--- src/rtl/bcd_entry_to_binary.sv ---
// Decimal keypad entry: debounced KEY presses shift BCD digits into a 3-digit register,
// a sequential reverse double-dabble converts it to binary on LEDR, digits echo on HEX2..HEX0.
module bcd_entry_to_binary #(
   parameter int unsigned DEBOUNCE_CYCLES = 1_000_000
) (
   input  logic       CLOCK_50Mhz,
   input  logic       RESET_N,
   input  logic [3:0] SW,
   input  logic [1:0] KEY,
   output logic [9:0] LEDR,
   output logic [1:0] LEDG,
   output logic [0:6] HEX0,
   output logic [0:6] HEX1,
   output logic [0:6] HEX2
);

   localparam int unsigned     CW   = $clog2(DEBOUNCE_CYCLES + 1);
   localparam logic [CW-1:0]   LAST = CW'(DEBOUNCE_CYCLES - 1);

   localparam logic [1:0] S_IDLE  = 2'd0;
   localparam logic [1:0] S_LOAD  = 2'd1;
   localparam logic [1:0] S_SHIFT = 2'd2;
   localparam logic [1:0] S_DONE  = 2'd3;

   logic [1:0]    sync1, sync2, deb, deb_prev, press;
   logic [CW-1:0] dcnt [2];

   logic [1:0]  state;
   logic [3:0]  d2, d1, d0;
   logic [1:0]  cnt;
   logic [21:0] sr, sr_next;
   logic [3:0]  iter;
   logic        invalid;
   logic        enter, clear;

   function automatic logic [0:6] seg(input logic [3:0] d);
      case (d)
         4'd0:    seg = 7'b0000001;
         4'd1:    seg = 7'b1001111;
         4'd2:    seg = 7'b0010010;
         4'd3:    seg = 7'b0000110;
         4'd4:    seg = 7'b1001100;
         4'd5:    seg = 7'b0100100;
         4'd6:    seg = 7'b0100000;
         4'd7:    seg = 7'b0001111;
         4'd8:    seg = 7'b0000000;
         4'd9:    seg = 7'b0000100;
         default: seg = 7'b1111111;
      endcase
   endfunction

   // Debounced level flips only after DEBOUNCE_CYCLES consecutive disagreeing samples.
   always_ff @(posedge CLOCK_50Mhz or negedge RESET_N) begin
      if (!RESET_N) begin
         sync1    <= '1;
         sync2    <= '1;
         deb      <= '1;
         deb_prev <= '1;
         press    <= '0;
         for (int unsigned i = 0; i < 2; i++) dcnt[i] <= '0;
      end else begin
         sync1    <= KEY;
         sync2    <= sync1;
         deb_prev <= deb;
         press    <= deb_prev & ~deb;
         for (int unsigned i = 0; i < 2; i++) begin
            if (sync2[i] == deb[i]) begin
               dcnt[i] <= '0;
            end else if (dcnt[i] == LAST) begin
               deb[i]  <= sync2[i];
               dcnt[i] <= '0;
            end else begin
               dcnt[i] <= dcnt[i] + CW'(1);
            end
         end
      end
   end

   assign enter = press[0];
   assign clear = press[1];

   always_comb begin
      sr_next = {1'b0, sr[21:1]};
      for (int unsigned k = 0; k < 3; k++) begin
         if (sr_next[10 + 4*k +: 4] >= 4'd8)
            sr_next[10 + 4*k +: 4] = sr_next[10 + 4*k +: 4] - 4'd3;
      end
   end

   always_ff @(posedge CLOCK_50Mhz or negedge RESET_N) begin
      if (!RESET_N) begin
         state   <= S_IDLE;
         d2      <= '0;
         d1      <= '0;
         d0      <= '0;
         cnt     <= '0;
         sr      <= '0;
         iter    <= '0;
         invalid <= 1'b0;
         LEDR    <= '0;
      end else if (clear) begin
         state   <= S_IDLE;
         d2      <= '0;
         d1      <= '0;
         d0      <= '0;
         cnt     <= '0;
         invalid <= 1'b0;
         LEDR    <= '0;
      end else begin
         case (state)
            S_IDLE: begin
               if (enter) begin
                  if (SW > 4'd9) begin
                     invalid <= 1'b1;
                  end else begin
                     d2      <= d1;
                     d1      <= d0;
                     d0      <= SW;
                     cnt     <= (cnt == 2'd3) ? 2'd3 : cnt + 2'd1;
                     invalid <= 1'b0;
                     state   <= S_LOAD;
                  end
               end
            end
            S_LOAD: begin
               sr    <= {d2, d1, d0, 10'b0};
               iter  <= '0;
               state <= S_SHIFT;
            end
            S_SHIFT: begin
               sr   <= sr_next;
               iter <= iter + 4'd1;
               if (iter == 4'd9) state <= S_DONE;
            end
            S_DONE: begin
               LEDR  <= {sr[9:0] > 10'd511, sr[8:0]};
               state <= S_IDLE;
            end
            default: state <= S_IDLE;
         endcase
      end
   end

   assign LEDG = {invalid, state != S_IDLE};

   always_ff @(posedge CLOCK_50Mhz or negedge RESET_N) begin
      if (!RESET_N) begin
         HEX0 <= '1;
         HEX1 <= '1;
         HEX2 <= '1;
      end else begin
         HEX0 <= (cnt > 2'd0) ? seg(d0) : '1;
         HEX1 <= (cnt > 2'd1) ? seg(d1) : '1;
         HEX2 <= (cnt > 2'd2) ? seg(d2) : '1;
      end
   end

endmodule

--- config.mk ---
export PLATFORM = sky130hd
export DESIGN_NAME = bcd_entry_to_binary
export DESIGN_NICKNAME = d
export VERILOG_FILES = /design/src/rtl/bcd_entry_to_binary.sv
export SDC_FILE = /design/constraint.sdc
export NUM_CORES = 1
export LEC_CHECK = 0
export CORE_MARGIN = 8
export CORE_UTILIZATION = 31
export DETAILED_ROUTE_END_ITERATION = 8
export MAX_ROUTING_LAYER = met4
export PLACE_DENSITY = 0.57
export SYNTH_ARGS = -nofsm -noshare
export SYNTH_HDL_FRONTEND = slang
export SYNTH_SLANG_ARGS = --single-unit
--- constraint.sdc ---
create_clock -name CLOCK_50Mhz -period 3.1 [get_ports CLOCK_50Mhz]
set_input_delay 0.775 -clock CLOCK_50Mhz [delete_from_list [all_inputs] [get_ports CLOCK_50Mhz]]
set_output_delay 0.775 -clock CLOCK_50Mhz [all_outputs]
set_load 0.01 [all_outputs]
==> impl_metrics.toml <==
[critical_path]
worstPathMaxFanout = 4
cp_slowest_cell = "clkdlybuf4s50_1"
crit_family = "buffers and inverters"
critPathBufInv = 3
reg2reg_from = "dcnt[2]"
endpoint_kind = "output pin"
worstPathRequired_ns = 2.32
cp.arrival_ns = 1.84
r2r_setup_slack_ns = 1.01
cp-start-kind = "flop"
worstPathCellList = "inv_1, ha_1, inv_1, clkdlybuf4s50_1"
crit_type = "flop to output pin"
crit_start = "state[0]"
path_common_cell = "inv_1"
cpPeakStageDelay_ns = 0.63

[sta]
hold_viol_final = 0
fin_crit_ns = 2.61
slew_violations = 0
fin_crit_sh = 0.843
setup_tns_ns = 0
rsz0062_at_grt = "false"
tightest_slew_ns = 0.735
fmax_mhz = 382
max_slew_margin = 0.510
setup_violations = 0
clock_skew_ns = 0.00432

[logic_synthesis]
synth_ff_type = "dfrtp_1"
synth_seq_cells = 124
ys_warn_count = 0
synth_enable_flop_cells = 0
syn_inst = 599
synthArstFlopShare = 1.00
ys_seq_area_frac = 0.531
synth_area_sq_um = 5910
avgSynthCellArea_sq_um = 9.87
syn_nets = 633
synth_cell_types = 48

[final_layout]
drive_gt1_frac = 0.123
fin_nets = 671
stdcell_area_sq_um = 7200
final_util = 0.385
areaGrowthSynthToFinish_pct = 21.8
antenna_cells = 0

[pwr]
p_sw_frac = 0.201
p_int_mw = 3.06
pwr-share-seq = 0.428
p_leak_nw = 2.97
p_clk_frac = 0.554
p_total_mw = 3.83
power_density_nw_per_um2 = 532
power_frac_comb = 0.018
peakVddDrop_mv = 0.351
switchingPower_mw = 0.770

[route]
wl_per_cell_um = 13.6
vias_per_cell = 4.85
routed_wl_um = 12000
drt_iter0_markers = 279
vias = 4287
drt-pass1-iter-count = 4
postRouteAntennaNets = 0
drc = 0

[placed_design]
port_buffers = 40
place_congestion = 0.772
post-dp-hpwl_um = 8210
place_area_sq_um = 6560

[die]
io-pin-count = 41
start_util = 0.316
core_sq_um = 18700
die_h_um = 154
die_area_sq_um = 23700
dieWidth_um = 154
rows = 50

[clock_network]
postCtsSetupBuffers = 0
clkSinkCount = 124
hold_buffers = 0
clockRootBuffer = "clkbuf_16"
cts_tree = "done"
clkTransAtPathRegs_ns = 0.05
clk_latency_ns = 0.41
clock_path_buffers = 2
cts-buffers-inserted = 17
cts_resized = 0
htreeDepth = 4

[global_route]
grt_max_degree = 58
grtUsageTotal = 0.108
grt_first_pass_wirelength_um = 20200
antenna_found_initial = 0
grt_overflow = 0
grt_pass1_vias = 4203

[flow_run]
drv_cap = 0

[outcome]
status = "complete, no violations"

[hold_path]
min_from = "sync1[0]"
worstHoldPathType = "flop to flop"
final timing paths:
kind | end | depth (start not counted)
min in group asynchronous | d0[0] | 1
min reg2reg | sync2[0] | 0
max | LEDG[0] | 4
min | sync2[0] | 0
max reg2reg | dcnt[17] | 4
max in group asynchronous | sync1[1] | 2
layer usage:
metal | global-route usage | wire length, um | share of wire | up-vias
li1 | - | - | - | 2123
met1 | 0.119 | 5220 | 0.44 | 2092
met2 | 0.177 | 5970 | 0.50 | 51
met3 | 0.0263 | 439 | 0.037 | 21
met4 | 0.0569 | 363 | 0.030 | 0
met5 | - | 0 | 0 | -
worst reg2reg max path, stage by stage (launching register included):
cell     delay [ns]
dfrtp_1        0.47
nand4_4        0.17
or4_1          0.69
or4b_1         0.54
a21oi_1        0.15
per-stage QoR:
stage,cells,worst slack [ns],hold slack (ns)
2_1_floorplan,599,1.17,0.345
3_3_place_gp,852,0.609,0.347
3_5_place_dp,852,0.631,0.347
4_1_cts,884,0.475,0.355
5_1_grt,884,0.409,0.363
6_report,884,0.485,0.355
cells by family after synthesis:
| family | count (synthesis) | share of synthesized area |
|---|---|---|
| xor gates and xnor gates | 36 | 0.0534 |
| and+or+nand+nor | 233 | 0.188 |
| AOI/OAI and AO/OA | 105 | 0.103 |
| muxes | 19 | 0.0328 |
| adders and majority gates | 26 | 0.0550 |
| DFF | 124 | 0.531 |
| buffers and inverters | 56 | 0.0370 |
cell usage after synthesis, types with 5 or more instances:
| master | n | area (sq um) |
|---|---|---|
| a21oi_1 | 21 | 105 |
| o31ai_1 | 8 | 60.1 |
| nand4_1 | 9 | 56.3 |
| nor4_1 | 9 | 56.3 |
| nand3_1 | 28 | 140 |
| nand2b_1 | 9 | 56.3 |
| nor3_1 | 8 | 40.0 |
| ha_1 | 26 | 325 |
| clkbuf_1 | 26 | 97.6 |
| nand2_1 | 77 | 289 |
| nor2_1 | 62 | 233 |
| nor2b_1 | 6 | 37.5 |
| xnor2_1 | 26 | 228 |
| xor2_1 | 10 | 87.6 |
| and3_1 | 5 | 31.3 |
| or4_1 | 5 | 37.5 |
| mux2i_1 | 16 | 160 |
| inv_1 | 25 | 93.8 |
| o21ai_0 | 54 | 270 |
| dfrtp_1 | 95 | 2380 |
| dfstp_2 | 29 | 762 |
registers in the layout, indices dropped and copies added (netlist names):
register  count
dcnt         40
sr           22
LEDR         10
HEX0          7
HEX1          7
HEX2          7
d0            4
d1            4
d2            4
iter          4
cnt           2
deb           2
deb_prev      2
press         2
state         2
sync1         2
sync2         2
invalid       1
layout make-up:
class / count / area (sq um)
Inverter: 26 / 97.6
Fill cell: 1778 / 11500
Sequential cell: 124 / 3140
Timing Repair Buffer: 49 / 478
Clock buffer: 22 / 474
Tap cell: 234 / 293
Multi-Input combinational cell: 419 / 2560
Clock inverter: 10 / 161
layout by cell type (no fill, tap or decap), drive strengths merged, types with 2 or more instances in the layout:
cell type / netlist / layout
mux2i: 16 / 16
o31ai: 8 / 8
xor2: 10 / 10
nand2: 77 / 77
and3: 6 / 6
clkbuf: 26 / 22
a21oi: 21 / 21
nor2: 62 / 62
nand3: 28 / 28
nor2b: 6 / 6
nor3: 8 / 8
a31oi: 2 / 2
o22ai: 4 / 4
nor4b: 2 / 2
a22o: 2 / 2
dfrtp: 95 / 95
nor4: 9 / 9
o21ai: 54 / 54
or3: 4 / 4
or4: 5 / 5
clkinv: 1 / 3
buf: 4 / 10
clkdlybuf4s50: 0 / 39
bufinv: 0 / 4
nand2b: 9 / 9
a21o: 3 / 3
dfstp: 29 / 29
nand4: 11 / 11
nand3b: 2 / 2
mux2: 3 / 3
clkinvlp: 0 / 3
xnor2: 26 / 26
ha: 26 / 26
a211o: 2 / 2
o211ai: 2 / 2
a31o: 2 / 2
inv: 25 / 26
power by group through the flow:
stage / clock network, mW / registers [mW] / logic (mW)
floorplan: 0 / 1.67 / 0.0200
CTS: 2.17 / 1.64 / 0.0727
global placement: 0 / 1.67 / 0.0697
detailed placement: 0 / 1.67 / 0.0723
finish: 2.12 / 1.64 / 0.0686
global route: 2.25 / 1.64 / 0.0802
Note: power is estimated with default switching activity, not from simulation.
